===== src/rtl/fifo_rd_stream.sv =====
// Pulls words from a 1-cycle-latency FIFO into a 2-entry skid buffer and presents them as a valid/ready stream.
// Latency: data are valid 2 cycles after fifo_empty falls. Backpressure: reads stop once buffered plus in-flight words reach 2.
module fifo_rd_stream #(
    parameter int DW   = 16,
    parameter int CNTW = 2
) (
    input  logic            clk,
    input  logic            rst_n,
    input  logic            fifo_empty,
    input  logic [DW-1:0]   fifo_rd_data,
    input  logic            fifo_rd_valid,
    output logic            fifo_rd_en,
    output logic [DW-1:0]   out_data,
    output logic            out_valid,
    input  logic            out_ready,
    output logic [CNTW-1:0] occupancy,
    output logic            err
);

    logic [DW-1:0]   r_entry [2];
    logic            r_head;
    logic            r_tail;
    logic [CNTW-1:0] r_occ;
    logic            r_inflight;
    logic            r_run;
    logic            r_err;

    logic            w_pop;
    logic [2:0]      w_sum;
    logic            w_rdv;
    logic            w_unsol;
    logic            w_ovf;
    logic            w_push;

    assign out_valid = (r_occ != '0);
    assign out_data  = r_entry[r_head];
    assign occupancy = r_occ;
    assign err       = r_err;

    assign w_pop = out_valid & out_ready;
    assign w_sum = 3'(r_occ) + 3'(r_inflight) - 3'(w_pop);

    // r_run holds reads off (and masks stray strobes) for the first cycle after reset release.
    assign fifo_rd_en = r_run & ~fifo_empty & (w_sum < 3'd2);

    assign w_rdv   = fifo_rd_valid & r_run;
    assign w_unsol = w_rdv & ~r_inflight;
    assign w_ovf   = w_rdv & r_inflight & (r_occ == CNTW'(2)) & ~w_pop;
    assign w_push  = w_rdv & r_inflight & ~w_ovf;

    always_ff @(posedge clk or negedge rst_n) begin
        if (!rst_n) begin
            r_head     <= 1'b0;
            r_tail     <= 1'b0;
            r_occ      <= '0;
            r_inflight <= 1'b0;
            r_run      <= 1'b0;
            r_err      <= 1'b0;
        end else begin
            r_run      <= 1'b1;
            r_inflight <= fifo_rd_en;
            r_err      <= r_err | w_unsol | w_ovf;
            if (w_pop) begin
                r_head <= ~r_head;
            end
            if (w_push) begin
                r_tail <= ~r_tail;
            end
            if (w_push && !w_pop) begin
                r_occ <= r_occ + CNTW'(1);
            end else if (w_pop && !w_push) begin
                r_occ <= r_occ - CNTW'(1);
            end
        end
    end

    // On push+pop at full, tail equals head, so the new word lands in the slot being freed.
    always_ff @(posedge clk or negedge rst_n) begin
        if (!rst_n) begin
            r_entry[0] <= '0;
            r_entry[1] <= '0;
        end else if (w_push) begin
            r_entry[r_tail] <= fifo_rd_data;
        end
    end

endmodule


===== config.mk =====
export PLATFORM = sky130hd
export DESIGN_NAME = fifo_rd_stream
export DESIGN_NICKNAME = d
export VERILOG_FILES = /design/src/rtl/fifo_rd_stream.sv
export SDC_FILE = /design/constraint.sdc
export NUM_CORES = 1
export LEC_CHECK = 0
export CORE_ASPECT_RATIO = 0.8
export CORE_UTILIZATION = 37
export CTS_BUF_LIST = sky130_fd_sc_hd__clkbuf_4 sky130_fd_sc_hd__clkbuf_8
export DETAILED_ROUTE_END_ITERATION = 7
export PLACE_DENSITY_LB_ADDON = 0.1
export REMOVE_ABC_BUFFERS = 1
export SLEW_MARGIN = 20
export SYNTH_ARGS = -nofsm -noshare
export SYNTH_HDL_FRONTEND = slang
export SYNTH_SLANG_ARGS = --single-unit

===== constraint.sdc =====
create_clock -name clk -period 2.4 [get_ports clk]
set_clock_uncertainty 0.2 [all_clocks]
set_input_delay 0.48 -clock clk [delete_from_list [all_inputs] [get_ports clk]]
set_output_delay 0.48 -clock clk [all_outputs]
set_load 0.01 [all_outputs]

After elaboration in Yosys (flattened, before gate mapping). Cells that the tools add are included.

Bits in registers: 39. Latch bits: 0. Bits in writable memories: 0. Bits in read-only memories: 0. Input port bits: 21. Output and inout bits: 21. Logic and storage cells: 51. Memories kept: 0.

Add/subtract/negate cells: 4. Multiply operators: 0. Divide/modulo/power cells: 0. $lt $le $gt $ge: 4. Equal/unequal tests: 1. Shift-type cells: 0. Muxes and demuxes: 8. Bitwise gates (word level): 19. Reductions and logical operators: 7.

Operators by type and width (number): $mux W16 (4); $bwmux W32 (1); $demux W16 S1 (1); $and A1 B1 Y1 (9); $not A1 Y1 (6); $ge A2 B2 Y1 const B (2); $mux W2 (2); $not A1 Y2 (2); $reduce_bool A2 Y1 (2); $add A2 B1 Y3 (1); $logic_and A1 B1 Y1 (3); $lt A3 B2 Y1 const B (1); $sub A3 B1 Y3 (1); $add A2 B1 Y2 const B (1); $eq A2 B2 Y1 const B (1); $logic_not A1 Y1 (2); $lt A2 B1 Y1 const B (1); $or A1 B1 Y1 (2); $sub A2 B1 Y2 const B (1).

Depth between registers and ports, before layout.
Word-level depth: 10. Depth in mapped cells: 6.

Worst setup path before layout. OpenSTA, ideal clock, no wires.

Path type: reg2out. From: register r_occ[0], in the netlist occupancy[0]. To: output fifo_rd_en. Arrival: 1.912 ns. Required time: 1.720 ns. Setup slack: -0.192 ns. Cell stages (with the launch flop): 7. Path buffers: 0. Path through: dfrtp_1 -> or2_2 -> nand2_1 -> nor2_1 -> fa_1 -> xor2_1 -> nor3_1.

Cells in the longest elaborated chain, start to end: 5. Elaborated cells between the ends (all ways): 6. Classes of those cells: 2 x add/sub; 1 x order compare; 2 x bitwise; 1 x reduce/logical.

RTL lines: start, declared (line 23) `logic [CNTW-1:0] r_occ;`; start signal, assigned (line 70) `r_occ <= r_occ + CNTW'(1);`; start signal, assigned (line 72) `r_occ <= r_occ - CNTW'(1);`; $reduce_bool A2 Y1 (line 35) `assign out_valid = (r_occ != '0);`; via out_valid (line 14) `output logic out_valid,`; $and A1 B1 Y1 (line 40) `assign w_pop = out_valid & out_ready;`; $sub A3 B1 Y3 (line 41) `assign w_sum = 3'(r_occ) + 3'(r_inflight) - 3'(w_pop);`; $lt A3 B2 Y1 (line 44) `assign fifo_rd_en = r_run & ~fifo_empty & (w_sum < 3'd2);`; $and A1 B1 Y1 (line 44); end, declared (line 12) `output logic fifo_rd_en,`.

The timed path passes the listed nets, and every way through them passes these cells.

Worst setup path after layout.
From: register r_occ[1], in the netlist occupancy[1]. To: output fifo_rd_en.

Cells in the longest elaborated chain, start to end: 5. Elaborated cells between the ends (all ways): 6. Classes of those cells: 2 x add/sub; 1 x order compare; 2 x bitwise; 1 x reduce/logical.

RTL lines (line): branches (longest 2 deep; another with $add A2 B1 Y3); $sub A3 B1 Y3 (*) (41); $lt A3 B2 Y1 (*) (44); $and A1 B1 Y1 (*) (44).

Every way passes the cells marked *.

==> results <==
- The nature of the critical path startpoint is a flip-flop.
- With fillers left out, the area of the finished cells amounts to 2540 µm².
- The post-route core utilization is 0.546.
- The root buffer cell is clkbuf_8.
- The fraction of synthesized cell area in xor and xnor cells is 0.0339.
- The post-synthesis cell area is 1810 µm².
- The library cell with the largest summed area after synthesis is dfrtp_1.
- The detail route stage leaves a number of antenna-violating nets equal to 0.
- The number of distinct library cells after synthesis is 21.
- The post-placement worst setup slack is -0.839 ns.
- The fraction of layout instances using a drive strength above 1 is 0.489.
- The full die area is 5170 µm².
- The worst-case register-to-register setup slack is -0.08 ns.
- The count of final hold-check violations came to 0.
- The count of routing violations after the opening detailed-route iteration is 13.
- In the post-synthesis netlist, the biggest area contributors are dfrtp_1, mux2_2, mux2_4.
- Max-cap violations in this run came to 0.
- The largest vdd supply drop is 0.450 mV.
- For the final routed database, the setup TNS stands at -0.301 ns.
- The CTS tree is built.
- The family with the most delay on the worst path is simple AND/OR/NAND/NOR gates.
- The post-synthesis share of cell area spent on and, or, nand and nor gates is 0.0575.
- The flow ran to the end, but the final reports show violations.
- The share of synthesized area in the top cell type comes to 0.540.
- In the synthesized netlist the dominant register cell turns out to be dfrtp_1.
- The layout has 391 filler cells.
- The later-pin clock latency in the skew report is 0.28 ns.
- The type of element capturing the critical path is an output pin.
- The headroom to the max-slew limit is 0.439.
- The endpoint of the lowest-slack register-to-register path is occupancy[1].
- The initial core utilization is 0.388.
- The startpoint of the lowest-slack register-to-register path is occupancy[1].
- The power density of the placed cells is 1110 nW/µm².
- After synthesis, the largest family of logic cells by area is multiplexers.
- The delay of the slowest cell on the worst path is 0.49 ns.
- For this run, the total global-route usage over all layers was measured as 0.151.
- The cell with the largest stage delay on the worst path is fa_1.
- The worst-path maximum fanout is 2.
- The number of hold-repair buffers added at the cts stage is 0.
- The total leakage power is 1.24 nW.
- After clock tree synthesis, the clock-pin slew on the worst setup and hold paths is 0.07 ns.
- The slew of the pin with the lowest slew margin is 0.842 ns.
- For this run, the number of Yosys warnings is 0.
- Summed over all layers, the global routing overflow is 0.
- The number of antenna violations at the first check in global routing is 0.
- Of the total synthesized cell area, the portion taken by full adders, half adders and majority gates is 0.0180.
- The floorplan step set the die height to 64.5 µm.
- In this run the horizontal extent of the chip is 80.1 µm.
- The fraction of synthesis flops using an asynchronous set or reset pin is 1.00.
- The clock sink count is 39.
- Setup repair after global routing could not meet its margin everywhere.
- The number of nets in the finished design is 203.
- The footprint of the flip-flops and latches is 976 µm².
- Counting the buffers created by CTS gives 5.
- The share of the synthesized area in compound gates (AO/OA/AOI/OAI) came to 0.00485.
- The total cell area at the placement stage is 2340 µm².
- The clock tree buffer depth is 2.
- The via count of the first global-routing pass is 1198.
- The number of placed instances, taps included, is 223.
- In the post-synthesis netlist, the cell with the most instances is dfrtp_1.
- The number of cells on the worst reg-to-reg path is 15.
- Derived from the worst setup path, the maximum achievable clock frequency is 0.383 GHz.
- The first global-routing pass estimated 5740 µm of wire.
- The post-layout minimum cycle time is 2.61 ns.
- The critical path in this run is classified as flip-flop to output pin.
- Row generation in the floorplan step produced 22 rows.
- The number of port buffers is 41.
- The final routed wire length divided by cell count is 13.9 µm.
- Using the TritonRoute via totals, the vias-per-cell ratio works out to 4.75.
- Measured against the total synthesized area, the mux share comes to 0.320.
- In the final layout, the multi-input gates occupy 813 µm².
- Synthesis inferred 39 register bits.
- The worst hold path belongs to the class primary input to async pin.
- The total core area is 4650 µm².
- By count the netlist is led by dfrtp_1, mux2_2, mux2_4.
- The number of failing setup endpoints in the final timing report is 2.
- The data arrival at the endpoint of the critical path is 1.93 ns.
- The HPWL after detailed placement is 2170 µm.
- The count of final max-slew check failures is 0.
- The number of vias in the routed layout is 1141.
- The routed design has 3340 µm of wire.
- The count of non-filler cells in the finished layout is 240.
- Counting both buffers and inverters, the worst setup path holds a total of 1.
- The required time of the critical path is 1.72 ns.
- 0 antenna diodes ended up in the layout.
- The deepest level of the CTS H-tree is 2.
- The pre-antenna-repair detailed-routing pass consisted of 3 iterations.
- The share of the cycle needed by the critical path after routing is 1.09.
- The critical path goes through or2_4 > nand2_2 > nor2_2 > fa_1 > nand2_1 > nor3_2 > buf_2.
- The area growth from synthesis to layout is 40.6%.
- The fraction of the yosys area taken by sequential cells is 0.540.
- The number of I/O pins is 42.
- The average instance area after synthesis is 15.7 µm².
- The placer's final routability congestion estimate is 0.714.
- In the synthesized netlist, the number of instances is 115.
- The number of remaining DRC errors is 0.
- Across all setup checks in the final design, the least slack found is -0.213 ns.
- The largest net degree at the start of global routing is 40.
- In this run, synthesis inferred 0 flip-flops with an integrated enable.
- The final reports fail on setup timing.
what timing repair did:
item,CTS,global route
setup endpoints to repair,1,19
buffers inserted,8,2
gates cloned,0,0
pin swaps,5,2
gates resized for setup,9,9
layer usage:
layer  vias up  GRT usage  wire (µm)
li1        532          -          -
met1       573      0.194       1410
met2        30      0.237       1700
met3         6     0.0493        191
met4         0     0.0603         44
met5         -          0          0
state kept, by name, summed over array words and instances, names as in the netlist:
signal      count
r_inflight      1
r_entry        32
r_head          1
occupancy       2
r_tail          1
err             1
r_run           1
cells by family (layout without fill, tap and decap cells):
logic type / Yosys count / in the layout
simple gates: 13 / 13
fa+ha+maj: 2 / 2
mux: 48 / 48
buf+inv: 4 / 69
xor+xnor: 7 / 7
flops: 39 / 39
other cells: 1 / 1
compound gates: 1 / 1
report_power, final:
group / internal, mW / switching (mW)
logic: 0.867 / 0.485
clock network: 0.225 / 0.211
registers: 0.899 / 0.130
total: 1.99 / 0.826
metrics by stage:
| stage | total power, mW | hold slack [ns] |
|---|---|---|
| after detailed placement | 2.29 | 0.261 |
| after global routing | 3.02 | 0.163 |
| after CTS | 2.82 | 0.128 |
| final | 2.82 | 0.0946 |
| after floorplan | 1.71 | -0.0156 |
| after global placement | 2.26 | 0.253 |
how the worst max path moves through the flow:
stage / from / end / cells past startpoint
4_1_cts: occupancy[1] / fifo_rd_en / 7
6_report: occupancy[1] / fifo_rd_en / 7
2_1_floorplan: occupancy[0] / fifo_rd_en / 6
3_3_place_gp: out_ready / fifo_rd_en / 7
5_1_grt: occupancy[1] / fifo_rd_en / 7
3_5_place_dp: out_ready / fifo_rd_en / 7
placed cells by master, fill, tap and decap left out, types with 2 or more instances in the layout:
cell	n
buf_2	2
xor2_1	5
buf_4	19
mux2_4	10
nor2_1	2
xnor2_1	2
dlymetal6s2s_1	6
clkbuf_8	6
nand2_1	2
nor3b_4	2
mux2_2	38
dfrtp_1	39
clkdlybuf4s50_1	32
area by class of cell:
class,count,area share
tap,60,0.0296
timing repair buffer,62,0.232
clock inverter,1,0.00197
multi-input combinational,72,0.320
sequential,39,0.384
clock buffer,6,0.0325
Note: power is estimated with default switching activity, not from simulation.
